==> src/rtl/mul_seq_pkg.sv <==
// Shared types and constants for the Booth multiplier sequencer.
package mul_seq_pkg;

  typedef enum logic [1:0] {
    SEQ_IDLE  = 2'd0,
    SEQ_START = 2'd1,
    SEQ_RUN   = 2'd2,
    SEQ_CLEAR = 2'd3
  } seq_state_t;

  // Cycles from op_start to op_done in the multiplier core.
  localparam int MUL_CORE_LATENCY = 65;

  localparam int DEF_WIDTH       = 64;
  localparam int DEF_FIFO_DEPTH  = 4;
  localparam int DEF_TIMEOUT_CYC = 80;

  // Counter width able to hold values 0 .. n-1 (at least one bit).
  function automatic int cnt_width(input int n);
    return (n < 2) ? 1 : $clog2(n);
  endfunction

endpackage

==> src/rtl/mul_seq_if.sv <==
// Bus bundle between the sequencer, its operand producer, its product
// consumer and the multiplier core. master = sequencer side.
interface mul_seq_if
  import mul_seq_pkg::*;
#(
  parameter int WIDTH = DEF_WIDTH
);
  // operand stream
  logic                      in_valid;
  logic                      in_ready;
  logic signed [WIDTH-1:0]   in_multiplier;
  logic signed [WIDTH-1:0]   in_multiplicand;
  // multiplier core
  logic signed [WIDTH-1:0]   mul_multiplier;
  logic signed [WIDTH-1:0]   mul_multiplicand;
  logic                      mul_op_start;
  logic                      mul_op_clear;
  logic                      mul_op_done;
  logic signed [2*WIDTH-1:0] mul_result;
  // product stream
  logic                      out_valid;
  logic                      out_ready;
  logic signed [2*WIDTH-1:0] out_result;

  modport master (
    input  in_valid, in_multiplier, in_multiplicand,
    output in_ready,
    output mul_multiplier, mul_multiplicand, mul_op_start, mul_op_clear,
    input  mul_op_done, mul_result,
    output out_valid, out_result,
    input  out_ready
  );

  modport slave (
    output in_valid, in_multiplier, in_multiplicand,
    input  in_ready,
    input  mul_multiplier, mul_multiplicand, mul_op_start, mul_op_clear,
    output mul_op_done, mul_result,
    input  out_valid, out_result,
    output out_ready
  );

endinterface

==> src/rtl/mul_seq_fifo.sv <==
// Synchronous operand-pair FIFO with full/empty flags, same-cycle push/pop
// and a synchronous flush. Storage is not reset; only the pointers are.
module mul_seq_fifo #(
  parameter int DW    = 128,
  parameter int DEPTH = 4
) (
  input  logic          i_clk,
  input  logic          i_rst_n,
  input  logic          i_flush,
  input  logic          i_push,
  input  logic [DW-1:0] i_data,
  input  logic          i_pop,
  output logic [DW-1:0] o_data,
  output logic          o_full,
  output logic          o_empty
);
  localparam int AW = $clog2(DEPTH);

  logic [DW-1:0] r_mem [DEPTH];
  logic [AW:0]   r_wr_ptr;
  logic [AW:0]   r_rd_ptr;
  logic          w_push;
  logic          w_pop;

  assign o_empty = (r_wr_ptr == r_rd_ptr);
  assign o_full  = (r_wr_ptr[AW] != r_rd_ptr[AW]) &&
                   (r_wr_ptr[AW-1:0] == r_rd_ptr[AW-1:0]);
  assign w_push  = i_push && !o_full;
  assign w_pop   = i_pop && !o_empty;
  assign o_data  = r_mem[r_rd_ptr[AW-1:0]];

  // Pointer update; flush wins over any push or pop in the same cycle.
  always_ff @(posedge i_clk or negedge i_rst_n) begin
    if (!i_rst_n) begin
      r_wr_ptr <= '0;
      r_rd_ptr <= '0;
    end else if (i_flush) begin
      r_wr_ptr <= '0;
      r_rd_ptr <= '0;
    end else begin
      if (w_push) r_wr_ptr <= r_wr_ptr + 1'b1;
      if (w_pop)  r_rd_ptr <= r_rd_ptr + 1'b1;
    end
  end

  // Entry storage.
  always_ff @(posedge i_clk) begin
    if (w_push) r_mem[r_wr_ptr[AW-1:0]] <= i_data;
  end

endmodule

==> src/rtl/mul_sequencer.sv <==
// Front/back-end controller for the radix-2 Booth multiplier core.
// Queues operand pairs, runs the core's op_start/op_clear handshake and
// captures each product into a valid/ready output register.
// Optional watchdog: define MUL_SEQ_TIMEOUT_EN to add err_timeout.
module mul_sequencer
  import mul_seq_pkg::*;
#(
  parameter int WIDTH       = DEF_WIDTH,
  parameter int FIFO_DEPTH  = DEF_FIFO_DEPTH,
  parameter int TIMEOUT_CYC = DEF_TIMEOUT_CYC
) (
  input  logic     clk,
  input  logic     reset_n,
  input  logic     flush,
  output logic     busy,
`ifdef MUL_SEQ_TIMEOUT_EN
  output logic     err_timeout,
`endif
  mul_seq_if.master bus
);

  seq_state_t              r_state;
  seq_state_t              w_state_nxt;
  logic                    w_full;
  logic                    w_empty;
  logic                    w_push;
  logic                    w_pop;
  logic                    w_capture;
  logic [2*WIDTH-1:0]      w_head;
  logic                    r_op_start;
  logic                    r_op_clear;
  logic                    r_out_valid;
  logic signed [2*WIDTH-1:0] r_out_result;
  logic signed [WIDTH-1:0] r_mul_a;
  logic signed [WIDTH-1:0] r_mul_b;

`ifdef MUL_SEQ_TIMEOUT_EN
  localparam int CNT_W = cnt_width(TIMEOUT_CYC);
  logic [CNT_W-1:0] r_cnt;
  logic             r_err;
  logic             w_timeout;
`endif

  // An operand pair offered during flush is discarded.
  assign w_push = bus.in_valid && !w_full && !flush;

  mul_seq_fifo #(
    .DW    (2*WIDTH),
    .DEPTH (FIFO_DEPTH)
  ) u_fifo (
    .i_clk   (clk),
    .i_rst_n (reset_n),
    .i_flush (flush),
    .i_push  (w_push),
    .i_data  ({bus.in_multiplier, bus.in_multiplicand}),
    .i_pop   (w_pop),
    .o_data  (w_head),
    .o_full  (w_full),
    .o_empty (w_empty)
  );

  // Next-state decode; capture only when the output register is free.
  always_comb begin
    w_state_nxt = r_state;
    w_capture   = 1'b0;
    w_pop       = 1'b0;
`ifdef MUL_SEQ_TIMEOUT_EN
    w_timeout   = 1'b0;
`endif
    case (r_state)
      SEQ_IDLE: begin
        if (!w_empty && !flush) w_state_nxt = SEQ_START;
      end
      SEQ_START: begin
        w_state_nxt = flush ? SEQ_CLEAR : SEQ_RUN;
      end
      SEQ_RUN: begin
        if (flush) begin
          w_state_nxt = SEQ_CLEAR;
        end else if (bus.mul_op_done && (!r_out_valid || bus.out_ready)) begin
          w_capture   = 1'b1;
          w_state_nxt = SEQ_CLEAR;
        end
`ifdef MUL_SEQ_TIMEOUT_EN
        else if (!bus.mul_op_done && (r_cnt == CNT_W'(TIMEOUT_CYC - 1))) begin
          w_timeout   = 1'b1;
          w_state_nxt = SEQ_CLEAR;
        end
`endif
      end
      SEQ_CLEAR: begin
        // After a flush the FIFO is already empty, so this pop is a no-op.
        w_pop       = 1'b1;
        w_state_nxt = SEQ_IDLE;
      end
      default: w_state_nxt = SEQ_IDLE;
    endcase
  end

  // State register plus registered core strobes, so op_clear never
  // follows op_done combinationally.
  always_ff @(posedge clk or negedge reset_n) begin
    if (!reset_n) begin
      r_state    <= SEQ_IDLE;
      r_op_start <= 1'b0;
      r_op_clear <= 1'b0;
    end else begin
      r_state    <= w_state_nxt;
      r_op_start <= (w_state_nxt == SEQ_START);
      r_op_clear <= (w_state_nxt == SEQ_CLEAR);
    end
  end

  // Latch the FIFO head on the way into START; held until the next op.
  always_ff @(posedge clk or negedge reset_n) begin
    if (!reset_n) begin
      r_mul_a <= '0;
      r_mul_b <= '0;
    end else if (w_state_nxt == SEQ_START) begin
      {r_mul_a, r_mul_b} <= w_head;
    end
  end

  // Product output register: load on capture, drop valid on acceptance.
  always_ff @(posedge clk or negedge reset_n) begin
    if (!reset_n) begin
      r_out_valid  <= 1'b0;
      r_out_result <= '0;
    end else if (w_capture) begin
      r_out_valid  <= 1'b1;
      r_out_result <= bus.mul_result;
    end else if (bus.out_ready) begin
      r_out_valid  <= 1'b0;
    end
  end

`ifdef MUL_SEQ_TIMEOUT_EN
  // Watchdog: count RUN cycles from START, sticky error on expiry.
  always_ff @(posedge clk or negedge reset_n) begin
    if (!reset_n) begin
      r_cnt <= '0;
      r_err <= 1'b0;
    end else begin
      if (w_state_nxt == SEQ_START) r_cnt <= '0;
      else if (r_state == SEQ_RUN)  r_cnt <= r_cnt + 1'b1;
      if (w_timeout) r_err <= 1'b1;
    end
  end

  assign err_timeout = r_err;
`endif

  assign bus.in_ready         = !w_full;
  assign bus.mul_multiplier   = r_mul_a;
  assign bus.mul_multiplicand = r_mul_b;
  assign bus.mul_op_start     = r_op_start;
  assign bus.mul_op_clear     = r_op_clear;
  assign bus.out_valid        = r_out_valid;
  assign bus.out_result       = r_out_result;
  assign busy                 = (r_state != SEQ_IDLE) || !w_empty;

endmodule

==> src/flat_wrapper.sv <==
// flat-port wrapper written by rule: the top's interface ports become plain ports
module mul_sequencer_flat import mul_seq_pkg::*;
#(
  parameter int WIDTH       = DEF_WIDTH,
  parameter int FIFO_DEPTH  = DEF_FIFO_DEPTH,
  parameter int TIMEOUT_CYC = DEF_TIMEOUT_CYC
)
  (clk, reset_n, flush, busy, bus_in_valid, bus_in_multiplier, bus_in_multiplicand, bus_in_ready, bus_mul_multiplier, bus_mul_multiplicand, bus_mul_op_start, bus_mul_op_clear, bus_mul_op_done, bus_mul_result, bus_out_valid, bus_out_result, bus_out_ready);
  mul_seq_if #(.WIDTH(WIDTH)) bus_i ();
  input  logic clk;
  input  logic reset_n;
  input  logic flush;
  output logic busy;
  input wire logic [$bits(bus_i.in_valid)-1:0] bus_in_valid;
  input wire logic [$bits(bus_i.in_multiplier)-1:0] bus_in_multiplier;
  input wire logic [$bits(bus_i.in_multiplicand)-1:0] bus_in_multiplicand;
  output wire logic [$bits(bus_i.in_ready)-1:0] bus_in_ready;
  output wire logic [$bits(bus_i.mul_multiplier)-1:0] bus_mul_multiplier;
  output wire logic [$bits(bus_i.mul_multiplicand)-1:0] bus_mul_multiplicand;
  output wire logic [$bits(bus_i.mul_op_start)-1:0] bus_mul_op_start;
  output wire logic [$bits(bus_i.mul_op_clear)-1:0] bus_mul_op_clear;
  input wire logic [$bits(bus_i.mul_op_done)-1:0] bus_mul_op_done;
  input wire logic [$bits(bus_i.mul_result)-1:0] bus_mul_result;
  output wire logic [$bits(bus_i.out_valid)-1:0] bus_out_valid;
  output wire logic [$bits(bus_i.out_result)-1:0] bus_out_result;
  input wire logic [$bits(bus_i.out_ready)-1:0] bus_out_ready;
  assign bus_i.in_valid = bus_in_valid;
  assign bus_i.in_multiplier = bus_in_multiplier;
  assign bus_i.in_multiplicand = bus_in_multiplicand;
  assign bus_in_ready = bus_i.in_ready;
  assign bus_mul_multiplier = bus_i.mul_multiplier;
  assign bus_mul_multiplicand = bus_i.mul_multiplicand;
  assign bus_mul_op_start = bus_i.mul_op_start;
  assign bus_mul_op_clear = bus_i.mul_op_clear;
  assign bus_i.mul_op_done = bus_mul_op_done;
  assign bus_i.mul_result = bus_mul_result;
  assign bus_out_valid = bus_i.out_valid;
  assign bus_out_result = bus_i.out_result;
  assign bus_i.out_ready = bus_out_ready;
  mul_sequencer #(.WIDTH(WIDTH), .FIFO_DEPTH(FIFO_DEPTH), .TIMEOUT_CYC(TIMEOUT_CYC)) u_core (.clk(clk), .reset_n(reset_n), .flush(flush), .busy(busy), .bus(bus_i));
endmodule
==> config.mk <==
export PLATFORM = sky130hd
export DESIGN_NAME = mul_sequencer_flat
export DESIGN_NICKNAME = d
export VERILOG_FILES = /design/src/rtl/mul_seq_pkg.sv /design/src/rtl/mul_seq_if.sv /design/src/rtl/mul_seq_fifo.sv /design/src/rtl/mul_sequencer.sv /design/src/flat_wrapper.sv
export SDC_FILE = /design/constraint.sdc
export NUM_CORES = 1
export LEC_CHECK = 0
export BUFFER_PORTS_ARGS = -buffer_cell sky130_fd_sc_hd__clkbuf_2
export CORE_MARGIN = 1
export CORE_UTILIZATION = 55
export CTS_CLUSTER_SIZE = 12
export DETAILED_ROUTE_END_ITERATION = 10
export GPL_TIMING_DRIVEN = 0
export PLACE_DENSITY = 0.88
export SKIP_CTS_REPAIR_TIMING = 1
export SYNTH_ARGS = -nofsm -noshare
export SYNTH_HDL_FRONTEND = slang
export SYNTH_SLANG_ARGS = --single-unit
==> constraint.sdc <==
create_clock -name clk -period 6.5 [get_ports clk]
set_input_delay 1.3 -clock clk [delete_from_list [all_inputs] [get_ports clk]]
set_output_delay 1.3 -clock clk [all_outputs]
set_load 0.005 [all_outputs]
==> results.md, run 1 <==
* Status: finished clean
* Antenna violations before repair at 8
* First-pass GRT wire length at 102,000 um
* Min-delay worst type: reg2reg
* ANT nets after route at 0
* Final setup violation count at 0
* Overflow after GRT at 0
* Avg WL per Cell at 26.6 um
* Sequential fraction of design power at 0.433
* Clock sinks at 779
* Post-route minimum period at 3.24 ns
* Layout cells sized above 1 at 0.550
* Largest net degree at the start of global routing at 99
* Critical path arrival at 1.94 ns
* Synth unique cells at 32
* CP startpoint kind: register
* Port Buffers at 522
* Max transition margin at 0.302
* Placed cell count at 2,487
* Fmax at 0.309 GHz
* Worst Reg-to-Reg Cells at 7
* Setup CP Type: reg2out
* R2R Setup Slk at 3.79 ns
* Worst setup margin at 3.26 ns
* Cell taking the most area after synthesis: edfxtp_1
* Worst Max-Slew Pin Slew at 1.05 ns
* FP Rows at 83
* Clock power share at 0.274
* Final hold vios at 0
* Synth top area share at 0.529
* # H-tree levels at 3
* Final non-filler cell total at 2,639
* Final number of max-transition violations at 0
* Detailed placer's ending HPWL at 46,300 um
* Drt drc at 0
* Max-Cap Viols at 0
* Data required time at the worst endpoint at 5.20 ns
* Io pins at 523
* GPL Wtd Cong at 0.867
* Yosys warns at 0
* Layout Nets at 2,161
* CTS Buffer Depth at 3
* Total wire length at 70,200 um
* Internal power at 11.3 mW
* Synth Cell Area at 29,100 um2
* Place WS at 3.23 ns
* Area grow syn2layout at 21.5%
* Post-Synthesis Cells at 1,275
* Total power at 15.8 mW
* Worst-Skew Late Latency at 0.61 ns
* Endpoint type of the worst setup path: output pin
* Period utilization at 0.499
* Seq/Total Area, Yosys at 0.759
* Post-synth net total at 1,547
* RSZ-0062 raised after global routing: no
* Vias in the first global route at 16,200
* Placeable Area at 51,700 um2
* Top cells by area, synth: edfxtp_1, dfrtp_1, mux4_2, mux2_2, mux2_4
* Switch Pwr at 4.49 mW
* Sw frac at 0.284
* Vias per cell at 5.65
* Via count at 14,900
* Clk_skew at 0.0213 ns
* Initial core utilization at 0.562
* CTS tree: done
* DR pass1 iterations at 5
* Gr usage total at 0.262
* Pwr Density at 448 nW/um2
* Synthesized area per cell at 22.8 um2
* Static Leak at 13.9 nW
* Yosys reg bits at 779
* Clock transition at path regs at 0.06 ns
* Worst vdd ir at 0.000344 V
* WHS Path Cells at 1
* Die ar. at 53,800 um2
* Num CTS Buffers at 80
* Die width at 232 um
* Gate power share at 0.293
* Drt initial violations at 1,119
* Die H at 232 um
* Root buf cell: clkbuf_16
* CP max FO at 4
==> logic make-up after synthesis <==
family / after synthesis / share of synthesized area
adder cells (fa/ha/maj): 10 / 0.00431
XOR/XNOR: 7 / 0.00289
flip-flops: 779 / 0.759
multiplexers: 386 / 0.213
buffers and inverters: 63 / 0.0141
AND/OR/NAND/NOR: 23 / 0.00418
AO/OA/AOI/OAI: 7 / 0.00228
==> final timing paths <==
check / start / end
worst max-delay path: u_core.u_fifo.r_rd_ptr[0] / bus_in_ready
worst min-delay path: u_core.bus.out_result[74] / u_core.bus.out_result[74]
worst max register to register: u_core.u_fifo.r_rd_ptr[0] / u_core.u_fifo.r_mem[1][104]
worst min register to register: u_core.bus.out_result[74] / u_core.bus.out_result[74]
max in group asynchronous: reset_n / u_core.bus.out_result[87]
min in group asynchronous: reset_n / u_core.bus.mul_multiplicand[12]
==> per-stage QoR <==
stage	TNS, ns	utilization	hold WS, ns	area [um2]
after floorplan	0	-	0.504	29100
after global placement	-1041.85	0.629	0.485	32500
after detailed placement	0	0.635	0.493	32800
after CTS	0	0.682	0.506	35300
after global routing	0	0.682	0.520	35300
final	0	0.683	0.506	35300
==> cell type report <==
cell class | instances | area [um2]
Clock inverter | 17 | 173
Inverter | 5 | 18.8
Multi-Input combinational cell | 433 | 6600
Tap cell | 680 | 851
Fill cell | 3113 | 16400
Antenna cell | 7 | 17.5
Clock buffer | 128 | 2300
Sequential cell | 779 | 22100
Buffer | 58 | 392
Timing Repair Buffer | 532 | 2900
==> synthesized netlist by cell type (all sizes together) <==
cell type / count
edfxtp: 512
nand4: 1
nand3: 2
mux4: 128
ha: 10
o221a: 1
o22a: 1
nand2b: 1
or2: 1
dfrtp: 267
nor2: 8
mux2: 256
a31oi: 1
a21oi: 1
inv: 5
o211ai: 1
o21ai: 1
and2: 5
nand2: 4
xnor2: 4
buf: 44
mux2i: 2
a211oi: 1
xor2: 3
nand4b: 1
clkbuf: 14
==> layer usage <==
metal,vias up,GRT usage,share of wire
met5,-,0.00184,0.00038
met4,4,0.145,0.055
met3,168,0.0787,0.082
met2,698,0.446,0.51
met1,7741,0.295,0.35
li1,6301,-,-
==> power groups by stage <==
| stage | Clock, mW | Sequential, mW | Combinational, mW |
|---|---|---|---|
| after floorplan | 0 | 6.86 | 2.73 |
| after global placement | 0 | 6.85 | 4.46 |
| after detailed placement | 0 | 6.88 | 4.61 |
| after CTS | 4.38 | 6.83 | 4.69 |
| after global routing | 4.57 | 6.91 | 4.89 |
| final | 4.33 | 6.84 | 4.64 |
==> worst max-delay path: stages (launching register included) <==
cell and delay, ns:
dfrtp_1 0.39, buf_2 0.16, xnor2_2 0.22, nand2_1 0.12
or2_2 0.31, clkbuf_2 0.13
==> registers in the layout, indices dropped and copies added, names as in the netlist <==
name                         cells
u_core.bus.mul_multiplicand     64
u_core.bus.mul_multiplier       64
u_core.bus.mul_op_clear          1
u_core.bus.mul_op_start          1
u_core.bus.out_result          128
u_core.bus.out_valid             1
u_core.r_state                   2
u_core.u_fifo.r_mem            512
u_core.u_fifo.r_rd_ptr           3
u_core.u_fifo.r_wr_ptr           3
==> cell usage in the layout (no fill, tap or decap), types with 6 or more instances in the layout <==
cell,n
buf_16,10
buf_2,28
buf_8,10
clkbuf_1,54
clkbuf_16,83
clkbuf_2,521
clkbuf_8,6
clkinv_2,7
dfrtp_1,267
diode_2,7
edfxtp_1,512
ha_1,10
mux2_2,147
mux2_4,109
mux4_2,128
nor2_1,8
(Power assumes the default switching activity.)
==> run 2: changes to the inputs <==
ABC_AREA = 1   (was not set)
CORE_UTILIZATION = 56   (was 55)
PLACE_DENSITY = 0.89   (was 0.88)
clock period = 3.35 ns   (was 6.5 ns; I/O delays follow)
==> run 2 against run 1 <==
Routed wire length up 28%. Count of clock-buffer cells in the layout is 9 higher. Highest routed layer unchanged. Combinational power grew 110%. Clock skew increased by 0.016 ns.
==> results.md, run 2 <==
* Worst-Skew Late Latency at 0.63 ns (+0.02 ns)
* Pwr Density at 860 nW/um2 (+92%)
* Simple-gate portion of the synthesized area at 0.115 (+0.111)
* Total wire length at 89,500 um (+28%)
* Post-synthesis mux area share at 0.0482 (-0.165)
* M2 GR Usage at 0.521 (+0.0744)
* Placed cell count at 3,529 (+42%)
* ANT nets after route at 0 (unchanged)
* Most common cell after layout, fill and taps aside: clkbuf_2
* Commonest cells after routing, fill and taps aside: clkbuf_2, edfxtp_1, nor2_1
* CP startpoint kind: register
* Post-route cell area at 36,400 um2 (+3.2%)
* DR pass1 iterations at 5 (unchanged)
* Seq. cell area at 22,100 um2 (unchanged)
* Clock transition at path regs at 0.06 ns (about the same)
* EDFF count, synth at 512 (unchanged)
* Largest net degree at the start of global routing at 118 (+19%)
* Status: finished clean
* Synth top cells by count: edfxtp_1, nor2_1, o21ai_0
* Min-delay worst type: in2async
* Dominant synthesized flop cell: edfxtp_1
* Final non-filler cell total at 3,691 (+40%)
* Vias in the first global route at 21,600 (+33%)
* Fin util at 0.692 (+0.00917)
* Synth unique cells at 26 (-19%)
* Synth top area share at 0.514 (-0.0148)
* FP Rows at 84 (+1.2%)
* Clock sinks at 779 (unchanged)
* Placeable Area at 52,700 um2 (+1.8%)
* Post-synth net total at 2,571 (+66%)
* Adder-cell share of the synthesized area at 0.00419 (-0.000121)
* Area grow syn2layout at 21.8%
* Internal power at 20.5 mW (+81%)
* Layout Nets at 3,195 (+48%)
* Most common cell in the synthesized netlist: edfxtp_1
* CTS tree: done
* Die width at 233 um (+0.52%)
* GPL Wtd Cong at 0.914 (+5.4%)
* Period utilization at 0.919
* Antenna violations before repair at 22 (+14)
* Sw frac at 0.344 (+0.0603)
* Gr usage total at 0.321 (+0.0591)
* Post-route minimum period at 3.08 ns
* Placed instance area at 33,900 um2 (+3.2%)
* Final setup violation count at 0 (unchanged)
* Via count at 22,000 (+47%)
* Num CTS Buffers at 80 (unchanged)
* Gr busiest metal: met2
* Post-synth ARST share at 0.343 (unchanged)
* Multi-input logic area at 7000 um2 (+6.0%)
* Gate power share at 0.305 (+0.012)
* Largest family of logic cells by synthesized area: simple AND/OR/NAND/NOR gates
* Seq/Total Area, Yosys at 0.738 (-0.0213)
* Static Leak at 15.2 nW (+9.5%)
* Switch Pwr at 10.8 mW (+140%)
* Clock power share at 0.276 (+0.002)
* Endpoint type of the worst setup path: register
* Die H at 233 um (+0.52%)
* Clk_skew at 0.0372 ns (+0.0159 ns)
* Avg WL per Cell at 24.2 um (-8.8%)
* Cell taking the most area after synthesis: edfxtp_1
* Worst Max-Slew Pin Slew at 1.46 ns (+0.411 ns)
* Max transition margin at 0.0281 (-0.274)
* First-pass GRT wire length at 128,000 um (+26%)
* Final number of max-transition violations at 0 (unchanged)
* Data required time at the worst endpoint at 3.89 ns (-1.31 ns)
* Yosys warns at 0 (unchanged)
* Final hold vios at 0 (unchanged)
* Compound-gate portion of the synthesized area at 0.0650 (+0.0627)
* Io pins at 523 (unchanged)
* Root buf cell: clkbuf_16
* Critical path arrival at 3.62 ns (+1.68 ns)
* Drt drc at 0 (unchanged)
* Overflow after GRT at 0 (unchanged)
* # H-tree levels at 3 (unchanged)
* Yosys reg bits at 779 (unchanged)
* Vias per cell at 5.96 (+5.5%)
* Detailed placer's ending HPWL at 59,600 um (+29%)
* Top cells by area, synth: edfxtp_1, dfrtp_1, o21ai_0, nor2_1, mux2_2
* Synth Area in XOR/XNOR at 0.000293 (-0.00259)
* Layout cells sized above 1 at 0.296 (-0.254)
* Worst vdd ir at 0.000580 V (+69%)
* CP max FO at 10 (+6)
* Drt initial violations at 2,570 (+130%)
* CTS Buffer Depth at 3 (unchanged)
* Worst Reg-to-Reg Cells at 7 (unchanged)
* GRT met1 Usage at 0.368 (+0.0728)
* Max reg flops at 512 (unchanged)
* Post-Synthesis Cells at 2,299 (+80%)
* Setup CP Type: reg2reg
* Sequential fraction of design power at 0.418 (-0.015)
* Final-layout fill cell count at 3,312 (+6.4%)
* M3 GR Usage at 0.0851 (+0.00637)
* RSZ-0062 raised after global routing: no
* Synth Cell Area at 29,900 um2 (+2.9%)
* Initial core utilization at 0.568 (+0.00588)
* Port Buffers at 522 (unchanged)
* Synthesized area per cell at 13.0 um2 (-43%)
* Die ar. at 54,300 um2 (+1.0%)
* Fmax at 0.325 GHz
* Max-Cap Viols at 0 (unchanged)
[run 2: path summary, 6_finish.rpt]
check	startpoint	to	slack (ns)
min in group clk	bus_in_multiplicand[20]	u_core.u_fifo.r_mem[3][20]	0.25
max reg2reg	u_core.r_state[0]	u_core.bus.mul_multiplicand[59]	0.27
min	reset_n	u_core.bus.mul_multiplier[22]	0.02
min reg2reg	u_core.bus.mul_multiplicand[20]	u_core.bus.mul_multiplicand[20]	0.47
max in group asynchronous	reset_n	u_core.bus.mul_multiplicand[33]	2.28
max	u_core.r_state[0]	u_core.bus.mul_multiplicand[59]	0.27
[run 2: area by class of cell]
class,instances,share of cell area
Tap cell,688,0.0236
Inverter,21,0.00237
Clock buffer,137,0.0662
Antenna cell,16,0.00110
Sequential cell,779,0.606
Multi-Input combinational cell,1344,0.192
Buffer,155,0.0219
Clock inverter,9,0.00333
Timing Repair Buffer,542,0.0838
[run 2: cell families after synthesis]
kind of cell / count (synthesis)
compound gates: 388
xor+xnor: 1
fa+ha+maj: 10
buf+inv: 176
flops: 779
mux: 128
simple gates: 817
[run 2: power by group through the flow]
stage / clock, mW / combinational (mW) / sequential, mW
after floorplan: 0 / 4.71 / 13.2
after global placement: 0 / 8.81 / 13.1
after detailed placement: 0 / 9.22 / 13.2
after CTS: 8.67 / 9.38 / 13.1
after global routing: 9.08 / 10.3 / 13.3
final: 8.65 / 9.57 / 13.1
[run 2: worst max-delay path: stages, from the launching register on]
cell	delay, ns
dfrtp_1	0.43
inv_1	0.12
ha_1	0.33
inv_1	0.18
clkbuf_1	1.09
clkbuf_1	0.50
nand4_1	0.25
nand2_1	0.12
[run 2: metal layers]
metal | vias to the layer above | routed length (um)
met5 | - | 95
met4 | 14 | 7290
met3 | 390 | 9420
met2 | 1553 | 43000
met1 | 10600 | 29700
li1 | 9437 | -
[run 2: metrics by stage]
stage               setup slack [ns]   TNS, ns  hold WS (ns)  total power [mW]
floorplan                    -0.0595    -23.17         0.374              17.9
global placement               -3.82  -1782.11         0.456              21.9
detailed placement             0.358         0         0.458              22.4
CTS                            0.339         0       0.00676              31.1
global route                   0.168         0        0.0339              32.6
finish                         0.270         0        0.0176              31.3
